===== src/rtl/tdm_mixer.sv =====
// Time-division mixer: sweeps the shared oscillator once per sample frame, sums
// the enabled voices, applies master volume and saturates into one held sample.
module tdm_mixer #(
  parameter int WIDTH       = 24,
  parameter int FRAC        = 8,
  parameter int N_OSC       = 16,
  parameter int OSC_LATENCY = 1,
  parameter int VOL_W       = 16
) (
  input  logic                             clk,
  input  logic                             rstn,
  input  logic                             frame_start,
  input  logic [N_OSC-1:0]                 osc_enable,
  input  logic signed [WIDTH+FRAC-1:0]     wave_in,
  input  logic [VOL_W-1:0]                 master_volume,
  output logic [$clog2(N_OSC)-1:0]         osc_index,
  output logic signed [WIDTH+FRAC-1:0]     out,
  output logic                             out_valid,
  output logic                             clip,
  output logic                             overrun,
  output logic [$clog2(N_OSC):0]           num_active
);

  localparam int SW = WIDTH + FRAC;
  localparam int AW = SW + $clog2(N_OSC) + 1;
  localparam int PW = AW + VOL_W + 1;
  localparam int IW = $clog2(N_OSC);
  localparam int CW = $clog2(N_OSC + OSC_LATENCY) + 1;

  localparam logic [1:0] S_IDLE  = 2'd0;
  localparam logic [1:0] S_SWEEP = 2'd1;
  localparam logic [1:0] S_SCALE = 2'd2;
  localparam logic [1:0] S_SAT   = 2'd3;

  localparam logic [CW-1:0] LAT_C    = CW'(OSC_LATENCY);
  localparam logic [CW-1:0] LAST_C   = CW'(N_OSC + OSC_LATENCY - 1);
  localparam logic [IW-1:0] IDX_LAST = IW'(N_OSC - 1);

  localparam logic signed [PW-1:0] SAT_MAX = {{(PW-SW+1){1'b0}}, {(SW-1){1'b1}}};
  localparam logic signed [PW-1:0] SAT_MIN = {{(PW-SW+1){1'b1}}, {(SW-1){1'b0}}};

  // Drops the FRAC gain bits and clamps to the sample range; MSB of result flags a clamp.
  function automatic logic [SW:0] sat_word(input logic signed [PW-1:0] p);
    logic signed [PW-1:0] s;
    s = p >>> FRAC;
    if (s > SAT_MAX)      sat_word = {1'b1, SAT_MAX[SW-1:0]};
    else if (s < SAT_MIN) sat_word = {1'b1, SAT_MIN[SW-1:0]};
    else                  sat_word = {1'b0, s[SW-1:0]};
  endfunction

  logic [1:0]              r_state;
  logic [CW-1:0]           r_cnt;
  logic signed [AW-1:0]    r_acc_p0;
  logic signed [PW-1:0]    r_prod_p1;
  logic [IW:0]             r_act;

  logic [CW-1:0]           w_sidx;
  logic                    w_take;
  logic                    w_en;
  logic signed [VOL_W:0]   w_vol;
  logic signed [SW-1:0]    w_sat;
  logic                    w_clip;

  // r_cnt counts SWEEP cycles; the wave arriving now belongs to index r_cnt-OSC_LATENCY.
  assign w_sidx = r_cnt - LAT_C;
  assign w_take = (r_cnt >= LAT_C);
  assign w_en   = |(osc_enable & (N_OSC'(1) << w_sidx));
  assign w_vol  = $signed({1'b0, master_volume});
  assign {w_clip, w_sat} = sat_word(r_prod_p1);

  always_ff @(posedge clk or negedge rstn) begin
    if (!rstn) begin
      r_state    <= S_IDLE;
      r_cnt      <= '0;
      r_acc_p0   <= '0;
      r_prod_p1  <= '0;
      r_act      <= '0;
      osc_index  <= '0;
      out        <= '0;
      out_valid  <= 1'b0;
      clip       <= 1'b0;
      overrun    <= 1'b0;
      num_active <= '0;
    end else begin
      out_valid <= 1'b0;
      if (frame_start && (r_state != S_IDLE)) overrun <= 1'b1;
      case (r_state)
        S_IDLE: begin
          if (frame_start) begin
            r_acc_p0  <= '0;
            r_act     <= '0;
            r_cnt     <= '0;
            osc_index <= '0;
            r_state   <= S_SWEEP;
          end
        end
        // Accumulate stage
        S_SWEEP: begin
          if (w_take && w_en) begin
            r_acc_p0 <= r_acc_p0 + AW'(wave_in);
            r_act    <= r_act + 1'b1;
          end
          if (r_cnt == LAST_C) begin
            osc_index <= '0;
            r_state   <= S_SCALE;
          end else begin
            r_cnt <= r_cnt + 1'b1;
            if (osc_index != IDX_LAST) osc_index <= osc_index + 1'b1;
          end
        end
        // Gain stage
        S_SCALE: begin
          r_prod_p1 <= PW'(r_acc_p0) * PW'(w_vol);
          r_state   <= S_SAT;
        end
        // Saturate / output stage
        S_SAT: begin
          out        <= w_sat;
          clip       <= clip | w_clip;
          out_valid  <= 1'b1;
          num_active <= r_act;
          r_state    <= S_IDLE;
        end
        default: r_state <= S_IDLE;
      endcase
    end
  end

endmodule


===== config.mk =====
export PLATFORM = sky130hd
export DESIGN_NAME = tdm_mixer
export DESIGN_NICKNAME = d
export VERILOG_FILES = /design/src/rtl/tdm_mixer.sv
export SDC_FILE = /design/constraint.sdc
export NUM_CORES = 2
export LEC_CHECK = 0
export CAP_MARGIN = 0
export CORE_MARGIN = 5
export CORE_UTILIZATION = 47
export DETAILED_ROUTE_END_ITERATION = 8
export HOLD_SLACK_MARGIN = 0.02
export PLACE_DENSITY = 0.67
export SLEW_MARGIN = 20
export SYNTH_ARGS = -nofsm -noshare
export SYNTH_HDL_FRONTEND = slang
export SYNTH_SLANG_ARGS = --single-unit

===== constraint.sdc =====
create_clock -name clk -period 6.8 [get_ports clk]
set_input_delay 0.68 -clock clk [delete_from_list [all_inputs] [get_ports clk]]
set_output_delay 0.68 -clock clk [all_outputs]
set_load 0.1 [all_outputs]

==> reports/metrics.csv <==
stage,metric,value,unit
cells_and_area,"commonest non-fill, non-tap cell in the layout",inv_1,
cells_and_area,layout cells sized above 1,13.6,%
worst_setup_path,crit path kind,flop to flop,
grt,largest net degree at the start of global routing,72,
clock_network,CTS H-Tree Depth,4,
outcome,status,"finished, final reports clean",
grt,gr usage total,22.8,%
timing,Final Hold Viols,0,
placed_design,RePlAce Congestion,0.909,
yosys,Synth Area in Adders,47.6,%
yosys,Post-synth EDFFs,0,
routing,DRC errors left,0,
cells_and_area,Finished Layout Cells,4140,
timing,Fmax achieved,0.152,GHz
timing,final-report setup violation count,0,
timing,RSZ-0062 raised after global routing,no,
yosys,Post-Syn Area,28000,sq um
cells_and_area,filler cell count,5295,
yosys,syn_nets,3887,
clock_network,CTS tree,yes,
yosys,Synth Area in XOR/XNOR,2.20,%
timing,worst-margin pin slew,1.04,ns
yosys,post-synthesis compound-gate area fraction,9.58,%
clock_network,Root Driver,clkbuf_16,
worst_setup_path,crit path capture type,flop,
routing,drt pass-1 iters,5,
yosys,post-synthesis mux area share,1.73,%
worst_hold_path,worst hold path type,primary input to asynchronous set/reset pin,
placed_design,Inst Count DP,4087,
routing,Antenna Nets Post-Route,0,
die,Die ar.,64500,sq um
clock_network,clock tree buffer depth,2,
die,Cell Rows,89,
yosys,ys async rst share,100,%
timing,Final Skew,0.0184,ns
routing,Total Routed Length,72.2,mm
timing,slew margin rel.,30.5,%
yosys,"Avg Cell Area, Syn",9.04,sq um
flow_run,max cap viols,0,
cells_and_area,"leading cell types in the layout, fill and taps excluded","inv_1, fa_1, nand2_1",
worst_setup_path,WP data required,7.14,ns
worst_setup_path,peak fanout along the critical path,18,
yosys,"Warnings, synthesis",0,
yosys,Yosys reg bits,140,
die,die height,254,um
cells_and_area,P&R area growth vs syn,18.0,%
worst_setup_path,CP Launch Type,flop,
die,io pins,111,
routing,Routed WL per cell,17.4,um
cells_and_area,number of diodes,0,
grt,global-route wire length before repair,118,mm
clock_network,hold buffer count at CTS,0,
yosys,Mapped Cells,3092,
clock_network,"Reg clk slew, reported paths",0.07,ns
die,Core ar.,59000,sq um
clock_network,Skew-Pair Late Insertion Delay,0.46,ns
placed_design,Post-DP HPWL,57.7,mm
cells_and_area,fin nets,4149,
timing,fin crit share,96.8,%
timing,fin. max-slew vios,0,
worst_setup_path,crit path DAT,6.92,ns
die,Starting Density,47.4,%
yosys,"Top FF cell, synth",dfrtp_1,
placed_design,port bufs,110,
grt,vias in the first global route,23600,
clock_network,Inserted Clock Buffers,17,
routing,via count,21900,
routing,initial DRC count,1246,
grt,initial antenna violation count,2,
die,die width,254,um
timing,Tmin final,6.58,ns
routing,vias per inst,5.28,
yosys,register area share after synthesis,12.5,%
yosys,Simple-Gate Fraction of Synth Area,15.3,%
yosys,largest family of logic cells by synthesized area,adder cells,
grt,total congestion overflow,0,
yosys,Synth cell types,83,
clock_network,clock sinks,140,
[cell type report]
cell class	count	area (sq um)	share of cell area, %
well taps	773	967	2.93
repair buffers	383	3550	10.8
inverters	682	2560	7.76
clock buffers	18	429	1.30
flip-flops and latches	140	3510	10.6
clock inverters	14	163	0.493
multi-input cells	2130	21800	66.1
[logic make-up (layout without fill, tap and decap cells)]
| group | count (synthesis) | after routing |
|---|---|---|
| AO/OA/AOI/OAI | 402 | 402 |
| XOR/XNOR | 68 | 68 |
| adder cells (fa/ha/maj) | 728 | 728 |
| buffers and inverters | 822 | 1097 |
| flip-flops | 140 | 140 |
| multiplexers | 41 | 41 |
| AND/OR/NAND/NOR | 891 | 891 |
[worst max-delay path: stages (launching register included)]
cell and delay [ns]:
dfrtp_1 0.84, nand2_1 0.20, fa_1 0.57, inv_1 0.05, fa_1 0.47, fa_1 0.52
fa_1 0.55, fa_1 0.51, inv_1 0.05, fa_1 0.48, inv_1 0.05, ha_1 0.32
a21oi_2 0.15, o21ai_1 0.12, a21oi_2 0.11, o21ai_0 0.09, buf_4 0.16, nor4b_4 0.28
buf_6 0.17, nor2_2 0.06, or2_4 0.27, xor2_1 0.14, mux2_2 0.26
[Yosys cell counts, types with 19 or more instances]
cell / number / area, sq um
clkbuf_1: 129 / 484
a21oi_1: 152 / 761
xor2_1: 27 / 236
xnor2_1: 40 / 350
fa_1: 558 / 11200
mux2_2: 38 / 428
ha_1: 170 / 2130
nor3_1: 23 / 115
nor2_1: 75 / 282
nand4_1: 20 / 125
nand3_1: 19 / 95.1
nand2_1: 452 / 1700
inv_1: 681 / 2560
o21ai_0: 46 / 230
dfrtp_1: 140 / 3500
and2_1: 222 / 1390
a22o_1: 26 / 228
a21o_1: 37 / 278
[worst paths after layout]
kind | from | to | slack (ns) | cells past startpoint
max reg2reg | r_acc_p0[25] | r_prod_p1[48] | 0.22 | 22
max in group asynchronous | rstn | r_acc_p0[6] | 5.38 | 2
min reg2reg | overrun | overrun | 0.46 | 1
min in group clk | overrun | overrun | 0.46 | 1
max | r_acc_p0[25] | r_prod_p1[48] | 0.22 | 22
min | rstn | out[8] | 0.22 | 1
[registers in the layout (all words and copies together), names as in the netlist, 2 cells and up]
| register | count |
|---|---|
| r_cnt | 6 |
| out | 32 |
| osc_index | 4 |
| r_act | 5 |
| r_state | 2 |
| r_prod_p1 | 46 |
| num_active | 5 |
| r_acc_p0 | 37 |
[metrics by stage]
| stage | cell area [sq um] | TNS [ns] | setup WS (ns) | hold slack [ns] | utilization, % |
|---|---|---|---|---|---|
| CTS | 32300 | -0.00880 | -0.00880 | 0.232 | 54.7 |
| global placement | 31600 | -12.60 | -0.532 | 0.442 | 53.5 |
| detailed placement | 31600 | -15.56 | -0.612 | 0.448 | 53.5 |
| floorplan | 28000 | 0 | 0.0176 | 0.384 | - |
| global route | 33000 | 0 | 0.00119 | 0.283 | 55.9 |
| finish | 33000 | 0 | 0.220 | 0.219 | 55.9 |
[layer usage]
| metal | up-vias | share of wire, % | wire length (um) | global-route usage [%] |
|---|---|---|---|---|
| met2 | 515 | 53 | 38300 | 42.9 |
| li1 | 10000 | - | - | - |
| met5 | - | 0 | 0 | 0 |
| met1 | 11200 | 39 | 27800 | 26.7 |
| met3 | 167 | 3.6 | 2630 | 2.01 |
| met4 | 0 | 4.7 | 3430 | 9.21 |
[repair_timing]
action | 4_1_cts | 5_1_grt
buffers inserted | 3 | 10
gates cloned | 1 | 7
pin swaps | 8 | 63
setup endpoints to repair | 18 | 26
gates resized for setup | 13 | 104
Power is not shown: default switching activity piles up to over one toggle a cycle in this logic, so the estimate is an artifact.
